<file path="src/rtl/switch_debouncer.sv">
// Two-flop synchroniser plus per-bit stability counter for a bank of slide switches.
// Produces a debounced vector and registered one-cycle rise/fall strobes.
module switch_debouncer #(
  parameter int  WIDTH         = 8,
  parameter int  STABLE_CYCLES = 500000,
  localparam int CNT_W         = $clog2(STABLE_CYCLES)
) (
  input  logic             clk,
  input  logic             rst_n,
  input  logic [WIDTH-1:0] sw,
  output logic [WIDTH-1:0] sw_db,
  output logic [WIDTH-1:0] sw_rise,
  output logic [WIDTH-1:0] sw_fall,
  output logic             changed
);

  localparam logic [CNT_W-1:0] CNT_MAX = CNT_W'(STABLE_CYCLES - 1);

  logic [WIDTH-1:0] sync1_q;
  logic [WIDTH-1:0] s_q;
  logic [WIDTH-1:0] db_q, db_d;
  logic [WIDTH-1:0] rise_q, rise_d;
  logic [WIDTH-1:0] fall_q, fall_d;
  logic             changed_q, changed_d;
  logic [CNT_W-1:0] cnt_q [WIDTH];
  logic [CNT_W-1:0] cnt_d [WIDTH];

  // sync1_q is the metastability-capture stage; it feeds s_q with no logic between.
  always_ff @(posedge clk or negedge rst_n) begin
    if (!rst_n) begin
      sync1_q   <= '0;
      s_q       <= '0;
      db_q      <= '0;
      rise_q    <= '0;
      fall_q    <= '0;
      changed_q <= 1'b0;
      for (int i = 0; i < WIDTH; i++) begin
        cnt_q[i] <= '0;
      end
    end else begin
      sync1_q   <= sw;
      s_q       <= sync1_q;
      db_q      <= db_d;
      rise_q    <= rise_d;
      fall_q    <= fall_d;
      changed_q <= changed_d;
      for (int i = 0; i < WIDTH; i++) begin
        cnt_q[i] <= cnt_d[i];
      end
    end
  end

  // Per bit: a match clears the count; a mismatch counts up and flips the
  // debounced value once it has persisted for STABLE_CYCLES evaluations.
  always_comb begin
    db_d   = db_q;
    rise_d = '0;
    fall_d = '0;
    for (int i = 0; i < WIDTH; i++) begin
      cnt_d[i] = '0;
      if (s_q[i] != db_q[i]) begin
        if (cnt_q[i] == CNT_MAX) begin
          db_d[i]   = s_q[i];
          rise_d[i] = s_q[i];
          fall_d[i] = ~s_q[i];
        end else begin
          cnt_d[i] = cnt_q[i] + CNT_W'(1);
        end
      end
    end
    changed_d = |(rise_d | fall_d);
  end

  always_comb begin
    sw_db   = db_q;
    sw_rise = rise_q;
    sw_fall = fall_q;
    changed = changed_q;
  end

endmodule
</file>
<file path="config.mk">
export PLATFORM = sky130hd
export DESIGN_NAME = switch_debouncer
export DESIGN_NICKNAME = d
export VERILOG_FILES = /design/src/rtl/switch_debouncer.sv
export SDC_FILE = /design/constraint.sdc
export NUM_CORES = 1
export LEC_CHECK = 0
export ABC_AREA = 1
export BUFFER_PORTS_ARGS = -buffer_cell sky130_fd_sc_hd__clkbuf_2
export CORE_ASPECT_RATIO = 0.7
export CORE_MARGIN = 2
export CORE_UTILIZATION = 45
export CTS_BUF_LIST = sky130_fd_sc_hd__clkbuf_4 sky130_fd_sc_hd__clkbuf_8
export CTS_CLUSTER_SIZE = 25
export DETAILED_ROUTE_END_ITERATION = 12
export SLEW_MARGIN = 20
export SYNTH_ARGS = -nofsm -noshare
export SYNTH_HDL_FRONTEND = slang
export SYNTH_SLANG_ARGS = --single-unit
</file>
<file path="constraint.sdc">
create_clock -name clk -period 1.47 [get_ports clk]
set_input_delay 0.2205 -clock clk [delete_from_list [all_inputs] [get_ports clk]]
set_output_delay 0.2205 -clock clk [all_outputs]
set_load 0.05 [all_outputs]
</file>
# After elaboration in Yosys (flattened, before gate mapping)
# Cells that the tools add are included.
# W data, S select, Z words.
# word_totals
register_bits,193
elab_cells,111
output_inout_bits,25
in_bits,10
# op_classes
bitwise_logic,9
muxes,48
eq_ne,16
n_addsub,8
reduce_logical,9
# ops
operator,count
$mux W19,16
$add A19 B1 Y19 const B,8
$eq A19 B19 Y1 const B,8
$mux W1,32
$reduce_and A2 Y1,8
$ne A1 B1 Y1,8
$not A1 Y1,8
$or A8 B8 Y8,1
$reduce_or A8 Y1,1

# Longest topological paths before layout
# logic_depth
depth_word,5
mapped_depth,9
depth_no_buf,9

# Worst setup path before layout
# Ideal clock, no wire load.
# synth_timing
path_type,register -> register
from,"register db_q[3], in the netlist sw_db[3]"
to,"register changed_q, in the netlist changed"
stages_incl_launch_ff,10
required_ns,1.351
path_buffers,1
arrival_time_ns,1.467
period_less_slack_ns,1.585
path_slack_ns,-0.115
setup_ns,0.119
cell_sequence,dfrtp_1 inv_1 nand2_1 inv_1 or2_0 buf_2 nand3_1 nand2_1 nor2_1 nand2_1
# synth_between
elab_chain_len,4
elab_cells_between_ends,5
classes_between,1 x eq/ne; 2 x mux; 1 x bitwise; 1 x reduce/logical
# synth_rtl
item,line_no,source
from (decl),21,"logic [WIDTH-1:0] db_q, db_d;"
from (signal assigned),33,db_q <= '0;
from (signal assigned),43,db_q <= db_d;
$ne A1 B1 Y1 *,61,if (s_q[i] != db_q[i]) begin
$mux W1,61,
$or A8 B8 Y8 *,71,changed_d = |(rise_d | fall_d);
$reduce_or A8 Y1 *,71,
named net changed_d,24,"logic changed_q, changed_d;"
to (signal assigned),46,changed_q <= changed_d;
to (decl),24,
# Mark *: on every way through the listed nets, which the timed path passes. The rest lies on a longest branch.
# A chain may end at the register's enable or synchronous reset.

==> impl_metrics.xml <==
<?xml version="1.0" encoding="UTF-8"?>
<metrics>
  <group name="synth">
    <metric name="synth.area.mux_share" unit="%">0</metric>
    <metric name="synth_edf_count" unit="">0</metric>
    <metric name="yosys_register_bits" unit="">193</metric>
    <metric name="synth-warning-count" unit="">0</metric>
    <metric name="netlist-cell-type-count" unit="">32</metric>
    <metric name="yosys.area.top_type_share" unit="%">50.8</metric>
    <metric name="synth_ff_type" unit="">dfrtp_1</metric>
    <metric name="yosys.area_share.adder" unit="%">1.05</metric>
    <metric name="syn-instance-count" unit="">1141</metric>
    <metric name="synth_area" unit="um^2">9500</metric>
    <metric name="synthTopCellsByArea" unit="">dfrtp_1 51%, nor2_1 9.7%, nand2_1 7.7%</metric>
    <metric name="compound_gate_fraction_of_synth_area" unit="%">2.33</metric>
    <metric name="syn-mean-instance-area" unit="um^2">8.33</metric>
    <metric name="xor_xnor_fraction_of_synth_area" unit="%">6.18</metric>
    <metric name="async_flop_share" unit="%">100</metric>
    <metric name="synth_simple_gate_area_share" unit="%">34.1</metric>
    <metric name="synth-seq-area-share" unit="%">50.8</metric>
    <metric name="synth_area_leader_cell" unit="">dfrtp_1</metric>
    <metric name="synth_top_family_by_area" unit="">simple AND/OR/NAND/NOR gates</metric>
    <metric name="syn_nets" unit="">1159</metric>
  </group>
  <group name="cells_and_area">
    <metric name="syn_to_final_growth" unit="%">25.9</metric>
    <metric name="antennaDiodeCount" unit="">0</metric>
    <metric name="number_of_fillers_in_the_final_layout" unit="">1883</metric>
    <metric name="mostFrequentLayoutCell" unit="">nor2_1</metric>
    <metric name="fin_nets" unit="">1324</metric>
    <metric name="sequential_cell_area" unit="um^2">4850</metric>
    <metric name="drive_gt1_share" unit="%">26.4</metric>
    <metric name="multi_input_comb_area" unit="um^2">4720</metric>
    <metric name="most-common-layout-cells" unit="">228 x nor2_1, 179 x dfrtp_1, 172 x nand2_1</metric>
  </group>
  <group name="sta">
    <metric name="rsz0062_at_grt" unit="">true</metric>
    <metric name="hold_violations" unit="">0</metric>
    <metric name="setup_viol_count_final" unit="">1</metric>
    <metric name="timing_worst_slew_pin_value" unit="ns">0.349</metric>
    <metric name="clock_skew" unit="ns">0.0176</metric>
    <metric name="timing.hold.ws" unit="ns">0.201</metric>
    <metric name="final-max-slew-violation-count" unit="">0</metric>
    <metric name="fmax" unit="GHz">0.674</metric>
    <metric name="period_share" unit="%">101</metric>
    <metric name="period_needed" unit="ns">1.48</metric>
    <metric name="post-route-worst-setup-slack" unit="ns">-0.0142</metric>
    <metric name="slew-limit-headroom" unit="%">76.5</metric>
  </group>
  <group name="detailed_routing">
    <metric name="initialDrtViolationCount" unit="">477</metric>
    <metric name="routed_wl" unit="um">20600</metric>
    <metric name="detailed_router_iteration_count_before_antenna_repair" unit="">7</metric>
    <metric name="drc" unit="">0</metric>
    <metric name="avgViaCountPerCell" unit="">4.79</metric>
    <metric name="antenna_left" unit="">0</metric>
    <metric name="vias" unit="">7635</metric>
    <metric name="routed_wire_length_per_instance" unit="um">12.9</metric>
  </group>
  <group name="power">
    <metric name="power_leakage" unit="nW">5.36</metric>
    <metric name="worst_ir_drop_vdd" unit="mV">0.526</metric>
    <metric name="cellPowerDensity" unit="nW/um^2">797</metric>
  </group>
  <group name="placement">
    <metric name="io_buffer_count" unit="">34</metric>
    <metric name="place.gp.congestion" unit="">0.844</metric>
    <metric name="detailedPlacementHpwl" unit="um">14600</metric>
    <metric name="worst_slack_placed" unit="ns">-0.0720</metric>
  </group>
  <group name="clock_network">
    <metric name="maximum_level_of_the_cts_h_tree" unit="">4</metric>
    <metric name="numCtsBuffers" unit="">17</metric>
    <metric name="max-clock-path-buffers" unit="">2</metric>
    <metric name="tritoncts_num_sinks" unit="">193</metric>
    <metric name="cts_root_buffer" unit="">clkbuf_8</metric>
    <metric name="tritoncts" unit="">built</metric>
    <metric name="clkSlewWorstSetupHoldPaths" unit="ns">0.11</metric>
    <metric name="clock_insertion_delay_worst_skew" unit="ns">0.47</metric>
  </group>
  <group name="global_routing">
    <metric name="maximum_number_of_pins_on_one_net_before_global_route_repair" unit="">40</metric>
    <metric name="number_of_global_route_vias_before_repair" unit="">7189</metric>
    <metric name="grt_remaining_overflow" unit="">0</metric>
    <metric name="grt_use_total" unit="%">19.2</metric>
    <metric name="grt_antenna_before_repair" unit="">0</metric>
    <metric name="grt_pass1_wl" unit="um">34400</metric>
  </group>
  <group name="critical_path">
    <metric name="r2r-start" unit="">cnt_q[58]</metric>
    <metric name="critical_path_arrival" unit="ns">1.89</metric>
    <metric name="cp_max_fo" unit="">5</metric>
    <metric name="cp_data_required_time" unit="ns">1.87</metric>
    <metric name="cp-start-kind" unit="">flop</metric>
    <metric name="critPathLaunch" unit="">cnt_q[58]</metric>
    <metric name="cp-end-kind" unit="">flop</metric>
    <metric name="worstSetupPathType" unit="">reg2reg</metric>
    <metric name="reg2reg_depth" unit="">9</metric>
  </group>
  <group name="floorplan">
    <metric name="core-area" unit="um^2">20700</metric>
    <metric name="fp.dieW" unit="um">178</metric>
    <metric name="core.rowCount" unit="">44</metric>
    <metric name="fp.dieArea" unit="um^2">22300</metric>
    <metric name="initial_utilization" unit="%">45.9</metric>
    <metric name="ioPinCount" unit="">35</metric>
    <metric name="die_h" unit="um">126</metric>
  </group>
  <group name="status">
    <metric name="violations_in_the_final_reports" unit="">negative setup slack</metric>
    <metric name="outcome" unit="">complete, but fails checks</metric>
  </group>
  <group name="min_path">
    <metric name="hold_class" unit="">in2async</metric>
  </group>
  <group name="flow_run">
    <metric name="maxCapViolations" unit="">0</metric>
  </group>
</metrics>
Yosys cell counts, types with 8 or more instances:
library cell,n
nor2_1,245
nand2_1,194
dfrtp_1,193
inv_1,131
nand3_1,74
nor3_1,54
xor2_1,51
nand2_2,25
nand4_1,25
a21oi_1,20
nor2_2,17
o21ai_0,17
xnor2_1,16
nor2_4,14
nor3b_1,10
nor3_2,9
ha_1,8
critical path, stage by stage (launching register included):
cell and delay [ns]:
dfrtp_1 0.42, ha_4 0.17, nand3_4 0.12, nor2_4 0.16, nand2_2 0.08, nor2_4 0.21
nand2_2 0.07, nand2_1 0.07, nand2_1 0.04, nor2_1 0.09
sequential cells by signal, summed over array words and instances, names as in the netlist:
| signal | flops |
|---|---|
| cnt_q | 152 |
| s_q | 8 |
| sw_db | 8 |
| sw_fall | 8 |
| sw_rise | 8 |
| sync1_q | 8 |
| changed | 1 |
path summary, 6_finish.rpt:
| kind | slack (ns) | endpoint |
|---|---|---|
| setup / recovery | -0.01 | cnt_q[75] |
| hold / removal | 0.20 | cnt_q[16] |
| setup reg to reg | -0.01 | cnt_q[75] |
| hold reg to reg | 0.36 | s_q[2] |
| max in group asynchronous | 0.66 | sw_db[0] |
| min in group clk | 0.36 | s_q[2] |
per-layer routing:
metal | GRT usage [%] | up-vias | wire length [um]
li1 | - | 3948 | -
met1 | 30.6 | 3583 | 11100
met2 | 26.6 | 95 | 8640
met3 | 3.92 | 9 | 707
met4 | 4.29 | 0 | 132
met5 | 0 | - | 0
through the flow:
step / power (mW) / instances / setup TNS, ns / util (%) / instance area [um^2]
final: 9.53 / 1595 / -0.0142 / 57.8 / 12000
after global routing: 9.97 / 1595 / -2.40 / 57.8 / 12000
after CTS: 9.60 / 1555 / -0.00559 / 53.7 / 11100
after detailed placement: 5.95 / 1513 / -0.873 / 51.0 / 10600
after global placement: 5.95 / 1513 / -0.0609 / 51.0 / 10600
after floorplan: 5.70 / 1141 / 0 / - / 9510
where the power goes:
| group | internal, mW | switching (mW) |
|---|---|---|
| logic | 0.200 | 0.293 |
| clock network | 1.63 | 1.95 |
| registers | 5.38 | 0.0708 |
kinds of logic (layout without fill, tap and decap cells):
family | count (synthesis) | count (layout)
AO/OA/AOI/OAI | 43 | 43
XOR/XNOR | 67 | 67
adder cells (fa/ha/maj) | 8 | 8
buffers and inverters | 138 | 316
flip-flops | 193 | 193
AND/OR/NAND/NOR | 692 | 692
cell type report:
| cell class | instances | share of cell area [%] |
|---|---|---|
| Clock inverter | 12 | 1.20 |
| Clock buffer | 20 | 2.20 |
| Inverter | 137 | 4.34 |
| Tap cell | 276 | 2.89 |
| Multi-Input combinational cell | 810 | 39.5 |
| Sequential cell | 193 | 40.5 |
| Timing Repair Buffer | 147 | 9.39 |
timing repair:
item,in CTS,in global routing
gates cloned,0,0
setup endpoints to repair,36,113
pin swaps,4,55
gates resized for setup,16,136
hold buffers,9,0
hold endpoints to repair,190,0
buffers inserted,1,41
Power figures use the tool's default switching activity.
